## src/rtl/spi_client_arbiter.sv

```systemverilog
// spi_client_arbiter: shares one SPI master core between several clients.
// Round-robin grant, chip-select routing, response return and a watchdog.
module spi_client_arbiter #(
    parameter int NUM_CLIENTS    = 4,
    parameter int DATA_LENGTH    = 8,
    parameter int TIMEOUT_CYCLES = 1024
) (
    input  logic                               clk,
    input  logic                               rst_n,
    input  logic [NUM_CLIENTS-1:0]             req_valid,
    input  logic [NUM_CLIENTS*DATA_LENGTH-1:0] req_data,
    output logic [NUM_CLIENTS-1:0]             req_ready,
    output logic [NUM_CLIENTS-1:0]             rsp_valid,
    output logic [DATA_LENGTH-1:0]             rsp_data,
    output logic                               rsp_err,
    output logic                               m_start,
    output logic [DATA_LENGTH-1:0]             m_data_in,
    input  logic                               m_busy,
    input  logic                               m_done,
    input  logic [DATA_LENGTH-1:0]             m_data_out,
    input  logic                               m_cs_n,
    output logic [NUM_CLIENTS-1:0]             slv_cs_n
);

    localparam int PTR_W = $clog2(NUM_CLIENTS);
    localparam int SW    = PTR_W + 1;
    localparam int TMR_W = $clog2(TIMEOUT_CYCLES);

    localparam logic [PTR_W-1:0] LAST_CLIENT = PTR_W'(NUM_CLIENTS - 1);
    localparam logic [TMR_W-1:0] TMR_LAST    = TMR_W'(TIMEOUT_CYCLES - 1);

    localparam logic [2:0] S_IDLE    = 3'd0;
    localparam logic [2:0] S_ISSUE   = 3'd1;
    localparam logic [2:0] S_ACTIVE  = 3'd2;
    localparam logic [2:0] S_CAPTURE = 3'd3;
    localparam logic [2:0] S_RESP    = 3'd4;
    localparam logic [2:0] S_GAP     = 3'd5;

    logic [2:0]       state;
    logic [PTR_W-1:0] rr_ptr;
    logic [PTR_W-1:0] owner;
    logic [PTR_W-1:0] gnt_idx;
    logic             gnt_any;
    logic [SW-1:0]    scan;
    logic [TMR_W-1:0] timer;

    // Pick the first valid requester at or after rr_ptr, wrapping around.
    // Scanning downward lets the nearest candidate win the last assignment.
    always_comb begin
        gnt_any = 1'b0;
        gnt_idx = '0;
        scan    = '0;
        for (int k = NUM_CLIENTS - 1; k >= 0; k--) begin
            scan = {1'b0, rr_ptr} + SW'(k);
            if (scan >= SW'(NUM_CLIENTS)) begin
                scan = scan - SW'(NUM_CLIENTS);
            end
            if (req_valid[scan[PTR_W-1:0]]) begin
                gnt_any = 1'b1;
                gnt_idx = scan[PTR_W-1:0];
            end
        end
    end

    // Accept pulse goes to the winner only while idle and out of reset.
    always_comb begin
        req_ready = '0;
        if (rst_n && state == S_IDLE && gnt_any) begin
            req_ready[gnt_idx] = 1'b1;
        end
    end

    // Response pulse and core start are decoded straight from the state.
    always_comb begin
        rsp_valid = '0;
        if (state == S_RESP) begin
            rsp_valid[owner] = 1'b1;
        end
        m_start = (state == S_ISSUE);
    end

    // Route the core chip select to the owner; idle keeps every slave off.
    always_comb begin
        slv_cs_n = '1;
        if (state != S_IDLE) begin
            slv_cs_n[owner] = m_cs_n;
        end
    end

    // Transfer sequencer: grant, start, watch, capture, respond, drain.
    always_ff @(posedge clk or negedge rst_n) begin
        if (!rst_n) begin
            state     <= S_IDLE;
            rr_ptr    <= '0;
            owner     <= '0;
            timer     <= '0;
            m_data_in <= '0;
            rsp_data  <= '0;
            rsp_err   <= 1'b0;
        end else begin
            unique case (state)
                S_IDLE: begin
                    if (gnt_any) begin
                        owner     <= gnt_idx;
                        m_data_in <= req_data[gnt_idx*DATA_LENGTH +: DATA_LENGTH];
                        state     <= S_ISSUE;
                    end
                end
                S_ISSUE: begin
                    timer <= '0;
                    state <= S_ACTIVE;
                end
                S_ACTIVE: begin
                    timer <= timer + 1'b1;
                    if (m_done && !m_busy) begin
                        state <= S_CAPTURE;
                    end else if (timer == TMR_LAST) begin
                        rsp_err  <= 1'b1;
                        rsp_data <= '0;
                        state    <= S_RESP;
                    end
                end
                S_CAPTURE: begin
                    rsp_data <= m_data_out;
                    rsp_err  <= 1'b0;
                    state    <= S_RESP;
                end
                S_RESP: begin
                    rr_ptr  <= (owner == LAST_CLIENT) ? '0 : owner + 1'b1;
                    rsp_err <= 1'b0;
                    state   <= S_GAP;
                end
                S_GAP: begin
                    if (!m_done && !m_busy) begin
                        state <= S_IDLE;
                    end
                end
                default: begin
                    state <= S_IDLE;
                end
            endcase
        end
    end

endmodule

```

## config.mk

```make
export PLATFORM = sky130hd
export DESIGN_NAME = spi_client_arbiter
export DESIGN_NICKNAME = d
export VERILOG_FILES = /design/src/rtl/spi_client_arbiter.sv
export SDC_FILE = /design/constraint.sdc
export NUM_CORES = 1
export LEC_CHECK = 0
export CAP_MARGIN = 20
export CORE_MARGIN = 10
export CORE_UTILIZATION = 55
export CTS_CLUSTER_DIAMETER = 120
export DETAILED_ROUTE_END_ITERATION = 8
export DONT_BUFFER_PORTS = 1
export GPL_ROUTABILITY_DRIVEN = 0
export HOLD_SLACK_MARGIN = 0.02
export PLACE_DENSITY = 0.7
export SLEW_MARGIN = 30
export SYNTH_ARGS = -nofsm -noshare
export SYNTH_HDL_FRONTEND = slang
export SYNTH_SLANG_ARGS = --single-unit
export TNS_END_PERCENT = 20
```

## constraint.sdc

```tcl
create_clock -name clk -period 2.33 [get_ports clk]
set_clock_uncertainty 0.1 [all_clocks]
set_input_delay 0.233 -clock clk [delete_from_list [all_inputs] [get_ports clk]]
set_output_delay 0.233 -clock clk [all_outputs]
set_load 0.01 [all_outputs]
```

==> summary.txt <==
Worst slew margin -> 0.626
CP endpoint kind -> flop
All-Layer GR Usage -> 0.185
largest net degree at the start of global routing -> 35
fin util -> 0.671
num rows -> 22
die area -> 6740 µm²
RSZ-0062 raised after global routing -> false
ratio of cells with drive above 1 in the final layout -> 0.120
TNS Setup -> 0 ns
sequential area share after synthesis -> 0.401
worst setup path startpoint -> state[2]$_DFFE_PN0P_
Post-synth EDFFs -> 0
# DRC -> 0
Die W -> 82.1 µm
top cells by count, synth -> nand2_1 (35), dfrtp_1 (34), nor2_1 (20)
clk buf depth -> 2
post-route minimum period -> 2.21 ns
global-route wire length before repair -> 9.74 mm
cells after synthesis -> 228
post-synth design cell area -> 2120 µm²
# setup viols final -> 0
Setup CP Type -> reg -> reg
synth-to-layout area growth -> 16.7%
status -> finished clean
reg2reg path depth -> 4
Net Count, Synth -> 282
PD cells -> 1180 nW/µm²
Ys Warns -> 0
Synth area leaders -> dfrtp_1 (40%), nand2_1 (6.2%), a2111oi_2 (4.3%), a21o_1 (3.5%), nor2_1 (3.5%)
largest area contributor in the netlist -> dfrtp_1
maxcap violations -> 0
die height -> 82.1 µm
Peak VDD IR -> 0.600 mV
Post-Syn Area per Cell -> 9.30 µm²
Pre-antenna DRT Iters -> 4
clock tree from TritonCTS -> yes
initial antenna violation count -> 1
Root Buffer -> clkbuf_8
Pleak -> 0.00111 µW
pins over their slew limit -> 0
final period utilization -> 0.950
Final Instance Area -> 2470 µm²
top_reg_cell synth -> dfrtp_1
worst-margin pin slew -> 0.561 ns
total grt overflow -> 0
FF+latch count, synth -> 34
critical path data required time -> 2.38 ns
Netlist cell types -> 42
ys async rst share -> 1.00
Top Ports -> 79
CP Launch Type -> flop
Cell Area, Placed -> 2160 µm²
worst flop-to-flop path endpoint -> m_data_in[0]$_DFFE_PN0P_
area share of the largest cell type after synthesis -> 0.401
Post-DP HPWL -> 4.45 mm
footprint of the multi-input gates -> 1170 µm²
depth of the CTS H-tree -> 2
fill count -> 313
clk sinks -> 34
Initial Util -> 0.575
Skew-Pair Late Insertion Delay -> 0.29 ns
Reg area -> 851 µm²
routed vias -> 1,895
Setup crit end -> m_data_in[0]$_DFFE_PN0P_
worst r2r src -> state[2]$_DFFE_PN0P_
R2R setup slack -> 0.12 ns
DR WL/cell -> 20.3 µm
ANT nets after route -> 0
clk slew on worst S/H paths -> 0.07 ns
Core Box Area -> 3690 µm²
FMAX -> 0.452 GHz
Buffers on Ports -> 0
most frequent cell after synthesis -> nand2_1
Final Net Count -> 304
Max Fanout on Critical Path -> 11
Hold Path Depth -> 2
Inserted Clock Buffers -> 5
initial detailed-routing violation count -> 158
CP arrival -> 2.26 ns
Hold Vio Cnt, Final -> 0
vias in the first global route -> 1,968
final wirelength -> 6.10 mm
Vias/cell -> 6.32
Worst Hold Class -> in -> reg
## layer usage
layer  routed length (µm)  track usage  part of all wire
met5                    0            0                 0
met4                  158       0.0901             0.026
met3                  538       0.0819             0.088
met2                 3220        0.310              0.53
met1                 2190        0.196              0.36
## where the power goes
group,switching (µW),internal [µW]
Combinational,782,535
Clock,212,314
Sequential,267,804
Total,1260,1650
## timing repair
action                                  in CTS  in global routing
buffers inserted                             0                  0
endpoints found under the hold margin       45                  0
gates resized for setup                      0                  2
hold buffers                                19                  0
endpoints found under the setup margin       0                  2
## cell type report
type,instances,area share
inverters,4,0.00607
repair buffers,28,0.108
flip-flops and latches,34,0.344
diodes,1,0.00101
well taps,48,0.0243
clock buffers,5,0.0278
multi-input cells,177,0.472
clock inverters,3,0.0162
## kinds of logic (layout without fill, tap and decap cells)
logic type                 count (synthesis)  in the layout  share of synthesized area
buffers and inverters                     17             40                     0.0484
AOI/OAI and AO/OA                         80             80                      0.303
and+or+nand+nor                           89             89                      0.202
other                                      0              1                          0
muxes                                      3              3                     0.0148
adders and majority gates                  5              5                     0.0295
DFF                                       34             34                      0.401
## worst max-delay path, stage by stage, from the launching register on
cell	delay, ns
dfrtp_1	0.38
or2_1	0.30
or3_1	0.62
a2111oi_0	0.58
a311oi_1	0.09
## stage by stage
step | hold WS (ns) | total power [µW] | std cells | setup slack [ns]
floorplan | -0.163 | 2070 | 228 | 0.444
global placement | -0.161 | 2250 | 272 | 0.315
detailed placement | -0.161 | 2340 | 272 | 0.107
CTS | 0.0204 | 2920 | 299 | 0.113
global route | 0.0331 | 3130 | 299 | 0.00563
finish | 0.0227 | 2910 | 300 | 0.116
## layout by cell type, fill, tap and decap left out, types with 4 or more instances in the layout
cell type	synthesis	layout
a2111oi_2	6	6
a21boi_0	8	8
a21o_1	10	10
a21oi_1	9	9
a22o_1	4	4
a311oi_1	7	7
a31oi_1	9	9
and2_1	6	6
and3_1	11	11
buf_4	0	9
clkbuf_8	0	5
dfrtp_1	34	34
dlygate4sd3_1	0	18
ha_1	5	5
inv_1	4	4
nand2_1	35	34
nor2_1	20	20
o21ai_0	15	15
## sequential cells by signal, indices dropped and copies added, names as in the netlist
register / count
timer: 10
m_data_in: 8
rsp_data: 8
state: 3
owner: 2
rr_ptr: 2
rsp_err: 1
## worst min path at each step
stage,start,endpoint,slack (ns)
3_5_place_dp,rst_n,timer[5]$_DFFE_PN0P_,-0.16
6_report,req_data[18],m_data_in[2]$_DFFE_PN0P_,0.02
2_1_floorplan,rst_n,m_data_in[0]$_DFFE_PN0P_,-0.16
3_3_place_gp,rst_n,timer[6]$_DFFE_PN0P_,-0.16
5_1_grt,req_data[23],m_data_in[7]$_DFFE_PN0P_,0.03
4_1_cts,req_data[18],m_data_in[2]$_DFFE_PN0P_,0.02
No activity file was read; power rests on OpenSTA's default activity.
